File: src/rtl/ntt_sched_pkg.sv
// Shared definitions for the NTT job scheduler.
//   sched_state_e : scheduler FSM states
//   owner_t       : index of the requester that owns the core
//   calc_addrw()  : core address width derived from log2 of polynomial length
package ntt_sched_pkg;

  typedef enum logic [1:0] {
    StIdle,
    StStart,
    StRun,
    StCool
  } sched_state_e;

  localparam int unsigned OwnerW = 1;
  typedef logic [OwnerW-1:0] owner_t;

  // The core addresses at least 512 words, plus one bank-select bit.
  function automatic int unsigned calc_addrw(input int unsigned logn);
    return ((logn < 9) ? 9 : logn) + 1;
  endfunction

endpackage

File: src/rtl/ntt_job_scheduler_if.sv
// Bundle between the scheduler, the two polynomial-memory clients and the NTT core.
//   master : scheduler view (drives grant/done/err/busy, memory and core control)
//   slave  : environment view (requesters, memories and core)
interface ntt_job_scheduler_if
  import ntt_sched_pkg::*;
#(
  parameter int unsigned LOGQ  = 64,
  parameter int unsigned ADDRW = calc_addrw(12)
);
  // Requester side
  logic [1:0]        req;
  logic [1:0]        req_intt;
  logic [2*LOGQ-1:0] req_q;
  logic [1:0]        grant;
  logic [1:0]        done;
  logic [1:0]        err;
  logic              busy;
  // Polynomial memories
  logic [ADDRW-1:0]  mem_read_address;
  logic [2*LOGQ-1:0] mem_read_data;
  logic [ADDRW-1:0]  mem_write_address;
  logic [LOGQ-1:0]   mem_write_data;
  logic [1:0]        mem_wea;
  // NTT core
  logic              core_start;
  logic              core_intt;
  logic [LOGQ-1:0]   core_q;
  logic [LOGQ-1:0]   core_data_in;
  logic [ADDRW-1:0]  core_read_address;
  logic [ADDRW-1:0]  core_write_address;
  logic              core_wea;
  logic [LOGQ-1:0]   core_data_out;
  logic              core_finish;

  modport master (
    input  req, req_intt, req_q, mem_read_data,
    input  core_read_address, core_write_address, core_wea, core_data_out, core_finish,
    output grant, done, err, busy,
    output mem_read_address, mem_write_address, mem_write_data, mem_wea,
    output core_start, core_intt, core_q, core_data_in
  );

  modport slave (
    output req, req_intt, req_q, mem_read_data,
    output core_read_address, core_write_address, core_wea, core_data_out, core_finish,
    input  grant, done, err, busy,
    input  mem_read_address, mem_write_address, mem_write_data, mem_wea,
    input  core_start, core_intt, core_q, core_data_in
  );

endinterface

File: src/rtl/ntt_rr_arbiter.sv
// Two-way round-robin arbiter with a last-served pointer.
//   clk_i, rst_ni : clock, asynchronous active-low reset
//   en_i          : arbitration allowed this cycle
//   req_i         : request vector
//   gnt_o         : one-hot winner (zero when disabled or no request)
//   update_o      : a grant was issued; pointer advances to the winner
module ntt_rr_arbiter (
  input  logic       clk_i,
  input  logic       rst_ni,
  input  logic       en_i,
  input  logic [1:0] req_i,
  output logic [1:0] gnt_o,
  output logic       update_o
);

  // 1 = requester 1 was served last, so requester 0 is preferred after reset.
  logic last_q, last_d;

  always_comb begin
    gnt_o = 2'b00;
    if (en_i) begin
      unique case (req_i)
        2'b01:   gnt_o = 2'b01;
        2'b10:   gnt_o = 2'b10;
        2'b11:   gnt_o = last_q ? 2'b01 : 2'b10;
        default: gnt_o = 2'b00;
      endcase
    end
  end

  assign update_o = |gnt_o;
  assign last_d   = update_o ? gnt_o[1] : last_q;

  always_ff @(posedge clk_i or negedge rst_ni) begin
    if (!rst_ni) begin
      last_q <= 1'b1;
    end else begin
      last_q <= last_d;
    end
  end

endmodule

File: src/rtl/ntt_job_scheduler.sv
// Shares one NTT core between two requesters, each owning a polynomial memory.
//   clk, rst : clock, asynchronous active-low reset
//   bus      : requester handshake (req/grant/done/err/busy), memory steering and
//              core control (start/mode/modulus/data/finish)
// A job runs IDLE -> START -> RUN -> COOL -> IDLE. Owner, mode and modulus are
// latched on the grant and stay frozen until the scheduler is idle again.
module ntt_job_scheduler
  import ntt_sched_pkg::*;
#(
  parameter int unsigned LOGQ      = 64,
  parameter int unsigned LOGN      = 12,
  parameter int unsigned ADDRW     = calc_addrw(LOGN),
  parameter int unsigned COOLDOWN  = 2,
  parameter int unsigned TIMEOUT_W = 20
) (
  input logic                 clk,
  input logic                 rst,
  ntt_job_scheduler_if.master bus
);

  localparam int unsigned CoolW = $clog2(COOLDOWN + 1);
  // Last RUN cycle before the watchdog reaches its all-ones maximum.
  localparam logic [TIMEOUT_W-1:0] WdLast = {{(TIMEOUT_W-1){1'b1}}, 1'b0};

  sched_state_e         state_q, state_d;
  owner_t               owner_q, owner_d;
  logic                 intt_q, intt_d;
  logic [LOGQ-1:0]      modq_q, modq_d;
  logic                 start_q, start_d;
  logic [1:0]           done_q, done_d;
  logic [1:0]           err_q, err_d;
  logic [TIMEOUT_W-1:0] wd_q, wd_d;
  logic [CoolW-1:0]     cool_q, cool_d;

  logic [1:0] arb_gnt;
  logic       arb_update;
  logic [1:0] wea;

  ntt_rr_arbiter u_arb (
    .clk_i    (clk),
    .rst_ni   (rst),
    .en_i     (state_q == StIdle),
    .req_i    (bus.req),
    .gnt_o    (arb_gnt),
    .update_o (arb_update)
  );

  always_comb begin
    state_d = state_q;
    owner_d = owner_q;
    intt_d  = intt_q;
    modq_d  = modq_q;
    start_d = start_q;
    done_d  = 2'b00;
    err_d   = 2'b00;
    wd_d    = wd_q;
    cool_d  = cool_q;
    unique case (state_q)
      StIdle: begin
        if (arb_update) begin
          state_d = StStart;
          owner_d = owner_t'(arb_gnt == 2'b10);
          intt_d  = arb_gnt[1] ? bus.req_intt[1] : bus.req_intt[0];
          modq_d  = arb_gnt[1] ? bus.req_q[2*LOGQ-1:LOGQ] : bus.req_q[LOGQ-1:0];
        end
      end
      StStart: begin
        state_d = StRun;
        start_d = 1'b1;
        wd_d    = '0;
      end
      StRun: begin
        // Finish takes priority over a coincident watchdog expiry.
        if (bus.core_finish) begin
          state_d         = StCool;
          start_d         = 1'b0;
          done_d[owner_q] = 1'b1;
          wd_d            = '0;
          cool_d          = '0;
        end else if (wd_q == WdLast) begin
          state_d        = StCool;
          start_d        = 1'b0;
          err_d[owner_q] = 1'b1;
          wd_d           = '0;
          cool_d         = '0;
        end else begin
          wd_d = wd_q + 1'b1;
        end
      end
      StCool: begin
        if (cool_q == CoolW'(COOLDOWN - 1)) begin
          state_d = StIdle;
          cool_d  = '0;
        end else begin
          cool_d = cool_q + 1'b1;
        end
      end
      default: state_d = StIdle;
    endcase
  end

  always_ff @(posedge clk or negedge rst) begin
    if (!rst) begin
      state_q <= StIdle;
      owner_q <= '0;
      intt_q  <= 1'b0;
      modq_q  <= '0;
      start_q <= 1'b0;
      done_q  <= 2'b00;
      err_q   <= 2'b00;
      wd_q    <= '0;
      cool_q  <= '0;
    end else begin
      state_q <= state_d;
      owner_q <= owner_d;
      intt_q  <= intt_d;
      modq_q  <= modq_d;
      start_q <= start_d;
      done_q  <= done_d;
      err_q   <= err_d;
      wd_q    <= wd_d;
      cool_q  <= cool_d;
    end
  end

  // Writes stay open through COOL: the core may retire trailing writes after finish.
  always_comb begin
    wea = 2'b00;
    if (state_q != StIdle) begin
      wea[owner_q] = bus.core_wea;
    end
  end

  assign bus.grant = ((state_q == StStart) || (state_q == StRun)) ?
                     (owner_q[0] ? 2'b10 : 2'b01) : 2'b00;
  assign bus.done  = done_q;
  assign bus.err   = err_q;
  assign bus.busy  = (state_q != StIdle);

  assign bus.core_start = start_q;
  assign bus.core_intt  = intt_q;
  assign bus.core_q     = modq_q;

  assign bus.mem_read_address  = ADDRW'(bus.core_read_address);
  assign bus.core_data_in      = owner_q[0] ? bus.mem_read_data[2*LOGQ-1:LOGQ]
                                            : bus.mem_read_data[LOGQ-1:0];
  assign bus.mem_write_address = bus.core_write_address;
  assign bus.mem_write_data    = bus.core_data_out;
  assign bus.mem_wea           = wea;

endmodule

File: src/flat_wrapper.sv
// flat-port wrapper written by rule: the top's interface ports become plain ports
module ntt_job_scheduler_flat import ntt_sched_pkg::*;
#(
  parameter int unsigned LOGQ      = 64,
  parameter int unsigned LOGN      = 12,
  parameter int unsigned ADDRW     = calc_addrw(LOGN),
  parameter int unsigned COOLDOWN  = 2,
  parameter int unsigned TIMEOUT_W = 20
)
  (clk, rst, bus_req, bus_req_intt, bus_req_q, bus_mem_read_data, bus_core_read_address, bus_core_write_address, bus_core_wea, bus_core_data_out, bus_core_finish, bus_grant, bus_done, bus_err, bus_busy, bus_mem_read_address, bus_mem_write_address, bus_mem_write_data, bus_mem_wea, bus_core_start, bus_core_intt, bus_core_q, bus_core_data_in);
  ntt_job_scheduler_if #(.LOGQ(LOGQ), .ADDRW(ADDRW)) bus_i ();
  input logic clk;
  input logic rst;
  input wire logic [$bits(bus_i.req)-1:0] bus_req;
  input wire logic [$bits(bus_i.req_intt)-1:0] bus_req_intt;
  input wire logic [$bits(bus_i.req_q)-1:0] bus_req_q;
  input wire logic [$bits(bus_i.mem_read_data)-1:0] bus_mem_read_data;
  input wire logic [$bits(bus_i.core_read_address)-1:0] bus_core_read_address;
  input wire logic [$bits(bus_i.core_write_address)-1:0] bus_core_write_address;
  input wire logic [$bits(bus_i.core_wea)-1:0] bus_core_wea;
  input wire logic [$bits(bus_i.core_data_out)-1:0] bus_core_data_out;
  input wire logic [$bits(bus_i.core_finish)-1:0] bus_core_finish;
  output wire logic [$bits(bus_i.grant)-1:0] bus_grant;
  output wire logic [$bits(bus_i.done)-1:0] bus_done;
  output wire logic [$bits(bus_i.err)-1:0] bus_err;
  output wire logic [$bits(bus_i.busy)-1:0] bus_busy;
  output wire logic [$bits(bus_i.mem_read_address)-1:0] bus_mem_read_address;
  output wire logic [$bits(bus_i.mem_write_address)-1:0] bus_mem_write_address;
  output wire logic [$bits(bus_i.mem_write_data)-1:0] bus_mem_write_data;
  output wire logic [$bits(bus_i.mem_wea)-1:0] bus_mem_wea;
  output wire logic [$bits(bus_i.core_start)-1:0] bus_core_start;
  output wire logic [$bits(bus_i.core_intt)-1:0] bus_core_intt;
  output wire logic [$bits(bus_i.core_q)-1:0] bus_core_q;
  output wire logic [$bits(bus_i.core_data_in)-1:0] bus_core_data_in;
  assign bus_i.req = bus_req;
  assign bus_i.req_intt = bus_req_intt;
  assign bus_i.req_q = bus_req_q;
  assign bus_i.mem_read_data = bus_mem_read_data;
  assign bus_i.core_read_address = bus_core_read_address;
  assign bus_i.core_write_address = bus_core_write_address;
  assign bus_i.core_wea = bus_core_wea;
  assign bus_i.core_data_out = bus_core_data_out;
  assign bus_i.core_finish = bus_core_finish;
  assign bus_grant = bus_i.grant;
  assign bus_done = bus_i.done;
  assign bus_err = bus_i.err;
  assign bus_busy = bus_i.busy;
  assign bus_mem_read_address = bus_i.mem_read_address;
  assign bus_mem_write_address = bus_i.mem_write_address;
  assign bus_mem_write_data = bus_i.mem_write_data;
  assign bus_mem_wea = bus_i.mem_wea;
  assign bus_core_start = bus_i.core_start;
  assign bus_core_intt = bus_i.core_intt;
  assign bus_core_q = bus_i.core_q;
  assign bus_core_data_in = bus_i.core_data_in;
  ntt_job_scheduler #(.LOGQ(LOGQ), .LOGN(LOGN), .ADDRW(ADDRW), .COOLDOWN(COOLDOWN), .TIMEOUT_W(TIMEOUT_W)) u_core (.clk(clk), .rst(rst), .bus(bus_i));
endmodule
File: config.mk
export PLATFORM = sky130hd
export DESIGN_NAME = ntt_job_scheduler_flat
export DESIGN_NICKNAME = d
export VERILOG_FILES = /design/src/rtl/ntt_sched_pkg.sv /design/src/rtl/ntt_job_scheduler_if.sv /design/src/rtl/ntt_rr_arbiter.sv /design/src/rtl/ntt_job_scheduler.sv /design/src/flat_wrapper.sv
export SDC_FILE = /design/constraint.sdc
export NUM_CORES = 1
export LEC_CHECK = 0
export CAP_MARGIN = 20
export CELL_PAD_IN_SITES_DETAIL_PLACEMENT = 0
export CELL_PAD_IN_SITES_GLOBAL_PLACEMENT = 1
export CORE_AREA = 2 2 225 227
export CTS_BUF_LIST = sky130_fd_sc_hd__clkbuf_8 sky130_fd_sc_hd__clkbuf_16
export CTS_CLUSTER_SIZE = 8
export DETAILED_ROUTE_END_ITERATION = 8
export DIE_AREA = 0 0 227 229
export HOLD_SLACK_MARGIN = 0.08
export PLACE_DENSITY = 0.65
export RECOVER_POWER = 50
export SLEW_MARGIN = 30
export SYNTH_ARGS = -nofsm -noshare
export SYNTH_HDL_FRONTEND = slang
export SYNTH_SLANG_ARGS = --single-unit
export TNS_END_PERCENT = 100
File: constraint.sdc
create_clock -name clk -period 3.95 [get_ports clk]
set_input_delay 0.79 -clock clk [delete_from_list [all_inputs] [get_ports clk]]
set_output_delay 0.79 -clock clk [all_outputs]
set_load 0.02 [all_outputs]
==> results.md <==
- Status: finished with violations
- Failing checks: capacitance limit, slew limit
- Critical Path End Type: output port
- Cts bufs inserted: 9
- CTS root buf: clkbuf_16
- Power share of the combinational group: 58.8%
- Setup Buffers After CTS: 0
- Clock buffer depth: 2
- DRC viols: 0
- CP arrival: 2.48 ns
- Worst hold path startpoint: u_core.bus.core_q[0]$_DFFE_PN0P_
- Initial DRC Count: 203
- Flop-to-flop setup slack: 1.47 ns
- Worst hold slack: 0.4747 ns
- NumNets Final: 1270
- Clk_lat worst skew: 0.38 ns
- Quantity of gates resized following cts: 0
- Vias/cell: 3.429
- First-pass GRT wire length: 35.02 mm
- Pin count of the biggest net entering global routing: 87
- P_sw: 2.485 mW
- Mapped Cells: 609
- TNS Setup: 0 ns
- Final Hold Vio Count: 0
- Critical path class: primary input to output port
- Maximum clock frequency: 305.5 MHz
- Peak supply drop: 0.2163 mV
- Buf/Inv on CP: 3
- Sw Ratio: 41.31%
- DPL Wire Length: 21.09 mm
- Syn-to-layout area delta: 73.94%
- Clock network fraction of design power: 14.6%
- Tmin final: 3.273 ns
- Initial antenna violation count: 0
- R2r worst-path depth: 4
- Overall power: 6.016 mW
- CTS tree: done
- Initial core utilization: 12.06%
- Core ar.: 49660 µm²
- Area occupied by registers: 2405 µm²
- Crit path top cell by count: clkdlybuf4s50_1
- DIE AREA: 51980 µm²
- CTS clock-pin slew for the worst setup and hold paths: 0.06 ns
- Sequential-to-total area share from yosys stat: 40.14%
- Place WS: 0.5384 ns
- Sequential power share: 26.6%
- Max-capacitance violation count: 2
- Via count: 5449
- Most frequent cells in the layout: clkdlybuf4s50_1, dfrtp_1, nand2_1
- Final period utilization: 82.87%
- Pleak: 4.114 nW
- H-tree levels: 3
- IO Pins: 583
- Worst path cell trace: clkdlybuf4s50_1, nor3b_1, buf_4, clkdlybuf4s50_1
- GRT Total Usage: 9.360%
- Final Skew: 0.006871 ns
- CP max-delay cell: clkdlybuf4s50_1
- I/O Buffers: 402
- Delay-heaviest family, CP: buffers and inverters
- Critical-path maximum fanout: 2
- Netlist cell types: 44
- Hold WC Path Type: flip-flop to flip-flop
- Synth warnings: 0
- FF-to-FF End: u_core.bus.core_q[17]$_DFFE_PN0P_
- Multi-input logic area: 2740 µm²
- Final setup viols: 0
- Vias in the first global route: 5434
- Worst-Margin Slew: 1.542 ns
- Total gr overflow: 0
- Syn Nets: 968
- Pwr/cell area: 577.6 nW/µm²
- Remaining antenna violation count: 0
- Max incr delay on CP: 0.61 ns
- Die boundary width: 227 µm
- Share of cells above drive strength 1: 10.26%
- Pre-antenna DRT Iters: 5
- WP data required: 3.16 ns
- # hold bufs at CTS: 0
- WHS Endpoint: u_core.bus.core_q[0]$_DFFE_PN0P_
- Normalized max-slew margin: -2.828%
- Detailed Route WL: 25.61 mm
- Worst Setup Start Kind: primary input
- DIE HEIGHT: 229 µm
- Mapped Avg Cell Area: 9.833 µm²
- Cell Area, Synth: 5988 µm²
- Hold Path Depth: 2
- Pint: 3.531 mW
- Most common cell after layout, fill and taps aside: clkdlybuf4s50_1
- Worst r2r src: u_core.u_arb.last_q$_DFFE_PN1P_
- Fin. max-slew vios: 101
- Post-layout util: 20.98%
- Avg WL per Cell: 16.12 µm
- Clk sinks: 96
- Filler cell count: 5474
- RD Place Congestion: 0.7515
- Setup ws final: 0.6766 ns
- RSZ-0062 raised after global routing: false
- Cell Rows: 82
- Flops & latches, synth: 96
routing by layer:
metal / GRT usage (%) / vias up / wire (µm)
li1: - / 2620 / -
met1: 10.02 / 2491 / 9612
met2: 16.03 / 318 / 12540
met3: 4.529 / 20 / 3074
met4: 3.064 / 0 / 380
met5: 0.1898 / - / 0
sequential cells by signal, indices dropped and copies added, names as in the netlist:
name / count
u_core.bus.core_start: 1
u_core.bus.done: 2
u_core.cool_q: 2
u_core.bus.err: 2
u_core.wd_q: 20
u_core.bus.core_intt: 1
u_core.bus.core_q: 64
u_core.u_arb.last_q: 1
u_core.state_q: 2
u_core.owner_q: 1
Yosys cell counts:
master     number  area, µm²
a211o_1         2      17.52
a211oi_1        1      7.510
a211oi_2        1      12.51
a21boi_0        1      7.510
a21boi_1        1      7.510
a21oi_1         5      25.02
a22o_1          1      8.760
a31oi_1         1      6.260
and2_1          1      6.260
and3_1          8      50.05
and4_1          2      17.52
buf_1           2      7.510
buf_2           6      30.03
buf_4          90      675.7
clkbuf_1       24      90.09
dfrtp_1        95       2377
dfstp_2         1      26.28
ha_1            5      62.56
inv_1           9      33.78
mux2_2         65      732.0
mux2i_1        67      670.6
nand2_1        79      296.5
nand2b_1        2      12.51
nand3_1        11      55.05
nand4_1         5      31.28
nand4_4         1      21.27
nor2_1         18      67.56
nor2b_1         1      6.260
nor3_1          5      25.02
nor3b_1         1      7.510
nor4_1          2      12.51
nor4_4          1      21.27
o211ai_4        1      21.27
o21ai_0        72      360.4
o21ai_1         2      10.01
o21bai_1        1      7.510
o2bb2ai_1       2      17.52
o311ai_0        2      17.52
o31ai_1         2      15.01
o32a_1          1      10.01
or3_1           3      18.77
or3_4           1      11.26
xnor2_1         3      26.28
xor2_1          5      43.79
cells by family (layout without fill, tap and decap cells):
group           Yosys count  after routing  synth area share, %
compound gates           96             96                9.215
xor+xnor                  8              8                1.170
fa+ha+maj                 5              5                1.045
buf+inv                 131            438                13.98
flops                    96             96                40.14
mux                     132            132                23.42
other cells               0              1                    0
simple gates            141            141                11.03
how the worst max path moves through the flow:
stage	from	endpoint	slack (ns)	cells after the start
4_1_cts	bus_core_wea	bus_mem_wea[0]	0.52	4
6_report	bus_core_wea	bus_mem_wea[0]	0.68	4
5_1_grt	bus_core_wea	bus_mem_wea[0]	0.47	4
3_5_place_dp	bus_core_wea	bus_mem_wea[0]	0.54	4
3_3_place_gp	bus_core_wea	bus_mem_wea[0]	0.53	4
2_1_floorplan	u_core.state_q[0]$_DFFE_PN0P_	bus_grant[0]	1.74	5
worst reg2reg max path, delay by kind of cell, from the launching register on:
kind / cells / cell delay [ns]
compound gates: 2 / 0.35
buf+inv: 1 / 1.12
mux: 1 / 0.52
flops: 1 / 0.37
per-stage QoR:
step | cell area [µm²] | instances
finish | 10420 | 1589
floorplan | 5988 | 609
detailed placement | 10190 | 1572
CTS | 10480 | 1588
global route | 10410 | 1588
global placement | 10190 | 1572
power by group through the flow:
stage / Sequential, mW / Combinational, mW / Clock [mW]
after global placement: 1.61 / 3.61 / 0
after CTS: 1.61 / 3.63 / 0.944
after global routing: 1.65 / 3.82 / 0.970
after floorplan: 1.95 / 1.59 / 0
final: 1.60 / 3.54 / 0.881
after detailed placement: 1.62 / 3.63 / 0
area by class of cell:
type | count | area share (%)
well taps | 672 | 8.072
flip-flops and latches | 96 | 23.09
diodes | 1 | 0.02402
clock inverters | 5 | 0.3123
repair buffers | 413 | 39.45
multi-input cells | 382 | 26.31
clock buffers | 11 | 2.426
inverters | 9 | 0.3243
Note: power is estimated with default switching activity, not from simulation.
